===== src/rtl/rv64_pkg.sv =====
// rv64_pkg: shared RV64 core types and constants.
//   pc_seq_state_t : fetch-PC sequencer FSM encoding (BOOT, RUN, BUBBLE, HALT)
//   INSN_BYTES     : fixed instruction size (no compressed ISA), fetch stride
//   B_TYPE         : instruction format code for conditional branches, shared
//                    with the decoder and the branch unit
package rv64_pkg;

    typedef enum logic [1:0] {
        BOOT   = 2'd0,
        RUN    = 2'd1,
        BUBBLE = 2'd2,
        HALT   = 2'd3
    } pc_seq_state_t;

    localparam int unsigned INSN_BYTES = 4;
    localparam logic [2:0]  B_TYPE     = 3'b011;

endpackage


===== src/rtl/pc_seq_stats.sv =====
// pc_seq_stats: three saturating event counters for the fetch-PC sequencer.
// Only instantiated when PC_SEQ_STATS_EN is defined.
// Ports:
//   clk_i, rst_i   : clock, synchronous active-high reset (clears all counters)
//   br_i           : a live branch is in EX this cycle
//   tk_i           : that branch resolved taken
//   fl_i           : the sequencer issued a flush this cycle
//   branches_o     : count of br_i cycles
//   taken_o        : count of tk_i cycles
//   redirects_o    : count of fl_i cycles
// Every counter sticks at all-ones instead of wrapping.
module pc_seq_stats #(
    parameter int unsigned STAT_W = 32
) (
    input  logic              clk_i,
    input  logic              rst_i,
    input  logic              br_i,
    input  logic              tk_i,
    input  logic              fl_i,
    output logic [STAT_W-1:0] branches_o,
    output logic [STAT_W-1:0] taken_o,
    output logic [STAT_W-1:0] redirects_o
);

    logic [STAT_W-1:0] br_q, tk_q, rd_q;
    logic [STAT_W-1:0] br_d, tk_d, rd_d;

    function automatic logic [STAT_W-1:0] sat_inc(input logic [STAT_W-1:0] v,
                                                  input logic              en);
        if (en && (v != '1)) begin
            return v + STAT_W'(1);
        end
        return v;
    endfunction

    always_comb begin
        br_d = sat_inc(br_q, br_i);
        tk_d = sat_inc(tk_q, tk_i);
        rd_d = sat_inc(rd_q, fl_i);
    end

    always_ff @(posedge clk_i) begin
        if (rst_i) begin
            br_q <= '0;
            tk_q <= '0;
            rd_q <= '0;
        end else begin
            br_q <= br_d;
            tk_q <= tk_d;
            rd_q <= rd_d;
        end
    end

    assign branches_o  = br_q;
    assign taken_o     = tk_q;
    assign redirects_o = rd_q;

endmodule


===== src/rtl/pc_sequencer.sv =====
// pc_sequencer: fetch-PC sequencer / redirect controller for the RV64 core.
// Static predict-not-taken: fetch runs sequentially until EX resolves a taken
// branch, a jump, a trap or a halt, which then redirects/squashes the front end.
// Ports:
//   clk, rst               : clock, synchronous active-high reset
//   stall                  : hold the PC, no fetch advance
//   ex_valid               : EX holds a live instruction
//   ex_is_branch/ex_is_jump: EX instruction class
//   branch_taken/_target   : branch unit result and target
//   trap_req/trap_vector   : exception request and handler address
//   halt_req/resume        : enter / leave HALT
//   pc_f, fetch_valid      : fetch PC and whether it is a real fetch
//   flush                  : squash IF/ID and ID/EX (combinational)
//   misalign               : redirect target not 4-byte aligned, turned into a trap
//   state_o                : FSM state for debug
// Optional feature macro PC_SEQ_STATS_EN adds the STAT_W parameter and the
// stat_branches / stat_taken / stat_redirects outputs.
module pc_sequencer
    import rv64_pkg::*;
#(
    parameter logic [63:0] RESET_PC = 64'h0000_0000_8000_0000,
    parameter int unsigned BUBBLES  = 2
`ifdef PC_SEQ_STATS_EN
    ,
    parameter int unsigned STAT_W   = 32
`endif
) (
    input  logic        clk,
    input  logic        rst,
    input  logic        stall,
    input  logic        ex_valid,
    input  logic        ex_is_branch,
    input  logic        ex_is_jump,
    input  logic        branch_taken,
    input  logic [63:0] branch_target,
    input  logic        trap_req,
    input  logic [63:0] trap_vector,
    input  logic        halt_req,
    input  logic        resume,
    output logic [63:0] pc_f,
    output logic        fetch_valid,
    output logic        flush,
    output logic        misalign,
    output logic [1:0]  state_o
`ifdef PC_SEQ_STATS_EN
    ,
    output logic [STAT_W-1:0] stat_branches,
    output logic [STAT_W-1:0] stat_taken,
    output logic [STAT_W-1:0] stat_redirects
`endif
);

    localparam logic [2:0] BUB_INIT = 3'(BUBBLES);

    pc_seq_state_t state_q, state_d;
    logic [63:0]   pc_q, pc_d;
    logic [2:0]    cnt_q, cnt_d;
    logic          redirect;

    assign redirect = (ex_is_branch & branch_taken) | ex_is_jump;

    always_comb begin
        state_d     = state_q;
        pc_d        = pc_q;
        cnt_d       = cnt_q;
        fetch_valid = 1'b0;
        flush       = 1'b0;
        misalign    = 1'b0;

        unique case (state_q)
            // BOOT does not advance the PC, so the first RUN cycle fetches RESET_PC.
            BOOT: begin
                state_d = RUN;
            end

            // Redirects and traps ignore stall: the target is loaded regardless.
            RUN: begin
                fetch_valid = !stall;
                if (ex_valid && trap_req) begin
                    pc_d    = trap_vector;
                    flush   = 1'b1;
                    state_d = BUBBLE;
                    cnt_d   = BUB_INIT;
                end else if (ex_valid && redirect) begin
                    flush   = 1'b1;
                    state_d = BUBBLE;
                    cnt_d   = BUB_INIT;
                    if (branch_target[1:0] != 2'b00) begin
                        misalign = 1'b1;
                        pc_d     = trap_vector;
                    end else begin
                        pc_d = branch_target;
                    end
                end else if (ex_valid && halt_req) begin
                    flush   = 1'b1;
                    state_d = HALT;
                end else if (!stall) begin
                    // Wraps modulo 2^64 by construction.
                    pc_d = pc_q + 64'(INSN_BYTES);
                end
            end

            // EX is squashed during the bubble, so no event is looked at here.
            BUBBLE: begin
                if (cnt_q <= 3'd1) begin
                    state_d = RUN;
                end else begin
                    cnt_d = cnt_q - 3'd1;
                end
            end

            HALT: begin
                if (resume) begin
                    state_d = RUN;
                end
            end

            default: begin
                state_d = BOOT;
            end
        endcase
    end

    always_ff @(posedge clk) begin
        if (rst) begin
            state_q <= BOOT;
            pc_q    <= RESET_PC;
            cnt_q   <= '0;
        end else begin
            state_q <= state_d;
            pc_q    <= pc_d;
            cnt_q   <= cnt_d;
        end
    end

    assign pc_f    = pc_q;
    assign state_o = state_q;

`ifdef PC_SEQ_STATS_EN
    pc_seq_stats #(
        .STAT_W(STAT_W)
    ) u_stats (
        .clk_i       (clk),
        .rst_i       (rst),
        .br_i        (ex_valid & ex_is_branch),
        .tk_i        (ex_valid & ex_is_branch & branch_taken),
        .fl_i        (flush),
        .branches_o  (stat_branches),
        .taken_o     (stat_taken),
        .redirects_o (stat_redirects)
    );
`endif

endmodule


===== config.mk =====
export PLATFORM = sky130hd
export DESIGN_NAME = pc_sequencer
export DESIGN_NICKNAME = d
export VERILOG_FILES = /design/src/rtl/rv64_pkg.sv /design/src/rtl/pc_seq_stats.sv /design/src/rtl/pc_sequencer.sv
export SDC_FILE = /design/constraint.sdc
export NUM_CORES = 1
export LEC_CHECK = 0
export ABC_AREA = 1
export CORE_ASPECT_RATIO = 1.5
export CORE_MARGIN = 2
export CORE_UTILIZATION = 46
export CTS_CLUSTER_SIZE = 8
export DETAILED_ROUTE_END_ITERATION = 6
export GPL_TIMING_DRIVEN = 0
export HOLD_SLACK_MARGIN = 0.15
export PLACE_DENSITY = 0.83
export SLEW_MARGIN = 20
export SYNTH_ARGS = -nofsm -noshare
export SYNTH_HDL_FRONTEND = slang
export SYNTH_HIERARCHICAL = 1
export SYNTH_SLANG_ARGS = --single-unit

===== constraint.sdc =====
create_clock -name clk -period 2.2 [get_ports clk]
set_clock_uncertainty 0.2 [all_clocks]
set_input_delay 0.44 -clock clk [delete_from_list [all_inputs] [get_ports clk]]
set_output_delay 0.44 -clock clk [all_outputs]
set_load 0.02 [all_outputs]

==> reports/metrics.yaml <==
hp-class: "reg2reg"
cts-root-buf: "clkbuf_16"
slowest_stage: "clkdlybuf4s50_1"
routed_wl_mm: 26.66
power_w: 0.004944
syn_to_final_growth_pct: 52.94
worst-setup-path-type: "reg2out"
synth_top_area_share_pct: 24.93
final_common_cell: "nand2_1"
p_sw_share_pct: 35.16
syn-cell-area_um2: 5540
outcome: "complete, no violations"
reg2reg_depth: 11
grtUsageTotal_pct: 39.98
die_y_um: 138.4
cts_tree: "yes"
fin_crit_sh_pct: 98.75
power_per_cell_area_nw_per_um2: 583.5
clock-sinks: 69
setup_violations: 0
leakage_nw: 3.355
start_kind: "flop"
place_area_um2: 7794
boundaryPins: 207
clk_pin_slew_ps: 60
htree_num_levels: 3
worst_pin_slew_ps: 651.6
rows: 49
grt_max_degree: 14
grt_pass1_wl_mm: 39.43
synth_compound_area_share_pct: 24.21
fin_area_um2: 8473
synth_xor_area_share_pct: 3.478
worstHoldPathCells: 2
power_frac_seq_pct: 33.4
fin_nets: 1297
crit_arrival_ps: 1530
dieArea_um2: 12960
synth-simple-area-share_pct: 37.96
synth_area_per_cell_um2: 5.996
ys_ff_latch: 69
cp_num_buf_inv: 1
pwr-share-comb_pct: 33.2
port_buffers: 206
cp_top_family: "buffers and inverters"
vias: 7617
clock_latency_ps: 340
drt_pass1_iterations: 6
maxCapViolations: 0
hold_viol: 0
synth_top_family_by_area: "simple AND/OR/NAND/NOR gates"
layout_common_cells: "nand2_1, clkdlybuf4s50_1, nor2_1"
stdcell_count: 1314
fin_crit_ps: 2172
drc: 0
synth_edf_count: 0
yosysTopAreaCell: "dfxtp_1"
synth.area.mux_share_pct: 0
wire_per_inst_um: 20.29
grt_pass1_vias: 7444
slowest_delay_ps: 670
drive_gt1_share_pct: 13.18
start_util_pct: 46.58
fillers: 1087
numCtsBuffers: 9
synthCells: 924
clock_path_buffers: 2
viasPerCell: 5.797
cp_num_cells: 1
synthArstFlopShare_pct: 0
crit_chain: "clkdlybuf4s50_1"
synth_cell_types: 46
hpwl_mm: 20.47
clock.fmax_mhz: 460.3
synth_nets: 1065
ys.flop_type: "dfxtp_1"
yosysSeqAreaShare_pct: 24.93
seqCellArea_um2: 1405
antennaDiodeCount: 0
critPathMaxFanout: 6
core_um2: 11890
slew_headroom_pct: 56.56
power.switching_w: 0.001738
yosysWarnings: 6
placed_cells: 1283
final_max_slew_viol_count: 0
worstSetupEndpointType: "primary output"
power.internal_w: 0.003206
rsz0062_at_grt: "yes"
crit_required_ps: 1560
clockPowerShare_pct: 33.4
drt-initial-drc-count: 619
final_util_pct: 71.24
antenna_found_initial: 0
ant_nets: 0
ir_drop_uv: 502.8
ys_top_cells_by_area: "dfxtp_1, nand2_1, nor2_1, o21ai_0, a21oi_1"
die_x_um: 93.61
synthAdderAreaFrac_pct: 0.6775
place_congestion: 1.046
multiInputGateArea_um2: 3877
grt-ovfl-total: 0
## layer usage
layer | global-route usage [%] | up-vias | wire length, µm
li1 | - | 3557 | -
met3 | 7.684 | 128 | 2097
met4 | 28.68 | 0 | 2026
met5 | 0 | - | 0
met1 | 41.15 | 3464 | 9058
met2 | 70.54 | 468 | 13470
## power groups by stage
stage	sequential, W	combinational (W)	clock, W
2_1_floorplan	0.00174	0.000629	0
3_3_place_gp	0.00165	0.00153	0
3_5_place_dp	0.00165	0.00155	0
4_1_cts	0.00163	0.00159	0.00166
5_1_grt	0.00166	0.00175	0.00172
6_report	0.00165	0.00164	0.00165
## sequential cells by signal (all words and copies together), names as in the netlist
name / flops
state_o: 2
pc_f: 64
cnt_q: 3
## stage by stage
step	setup TNS, ps	hold slack [ps]	setup slack, ps
final	0	290.1	27.54
after global routing	-32.00	314.8	-23.16
after CTS	0	284.7	6.873
after detailed placement	-44250	275.1	-1072
after global placement	-44170	269.6	-1083
after floorplan	0	256.4	123.4
## path summary, 6_finish.rpt
kind	start	end	slack (ps)
worst max-delay path	pc_f[52]	pc_f[52]	30
worst min-delay path	cnt_q[0]	cnt_q[0]	290
worst max register to register	pc_f[3]	pc_f[48]	50
worst min register to register	cnt_q[0]	cnt_q[0]	290
## cell usage after synthesis, types with 3 or more instances
library cell  instances
xor2_1                9
nand2_4               3
o21ai_1               4
nor2_1              125
a221oi_1             20
buf_6                 3
clkbuf_1             15
nor2_4                5
a21oi_1              66
a22oi_1               5
nand4_1              14
nor2_2                8
dfxtp_1              69
o221ai_1              4
or2_2                 5
a211oi_1              9
o22ai_1               3
a31oi_1              12
buf_2                21
nor3_1                6
inv_2                 6
nand2_2              12
o21ai_0              78
ha_1                  3
inv_1                68
o21bai_1             13
nand3_1              42
nand2_1             262
xnor2_1              13
## worst register-to-register path: cells and delay by family, from the launching register on
family	cells	cell delay (ps)
AND/OR/NAND/NOR	8	1040
adder cells (fa/ha/maj)	1	180
AO/OA/AOI/OAI	2	300
flip-flops	1	380
## final cells by class
type / instances / area share, %
buffer: 39 / 2.510
clock buffer: 10 / 2.820
clock inverter: 6 / 1.108
inverter: 75 / 3.367
multi-input combinational: 740 / 45.76
sequential: 69 / 16.58
tap: 153 / 2.259
timing repair buffer: 222 / 25.59
## cells by family after synthesis
group           Yosys count
simple gates            491
compound gates          224
buf+inv                 115
flops                    69
xor+xnor                 22
fa+ha+maj                 3
## what timing repair did
item | in CTS | in global routing
buffers inserted | 8 | 8
hold buffers | 0 | 0
setup endpoints to repair | 67 | 41
gates cloned | 0 | 0
gates resized for setup | 55 | 49
pin swaps | 7 | 12
(Power assumes the default switching activity.)
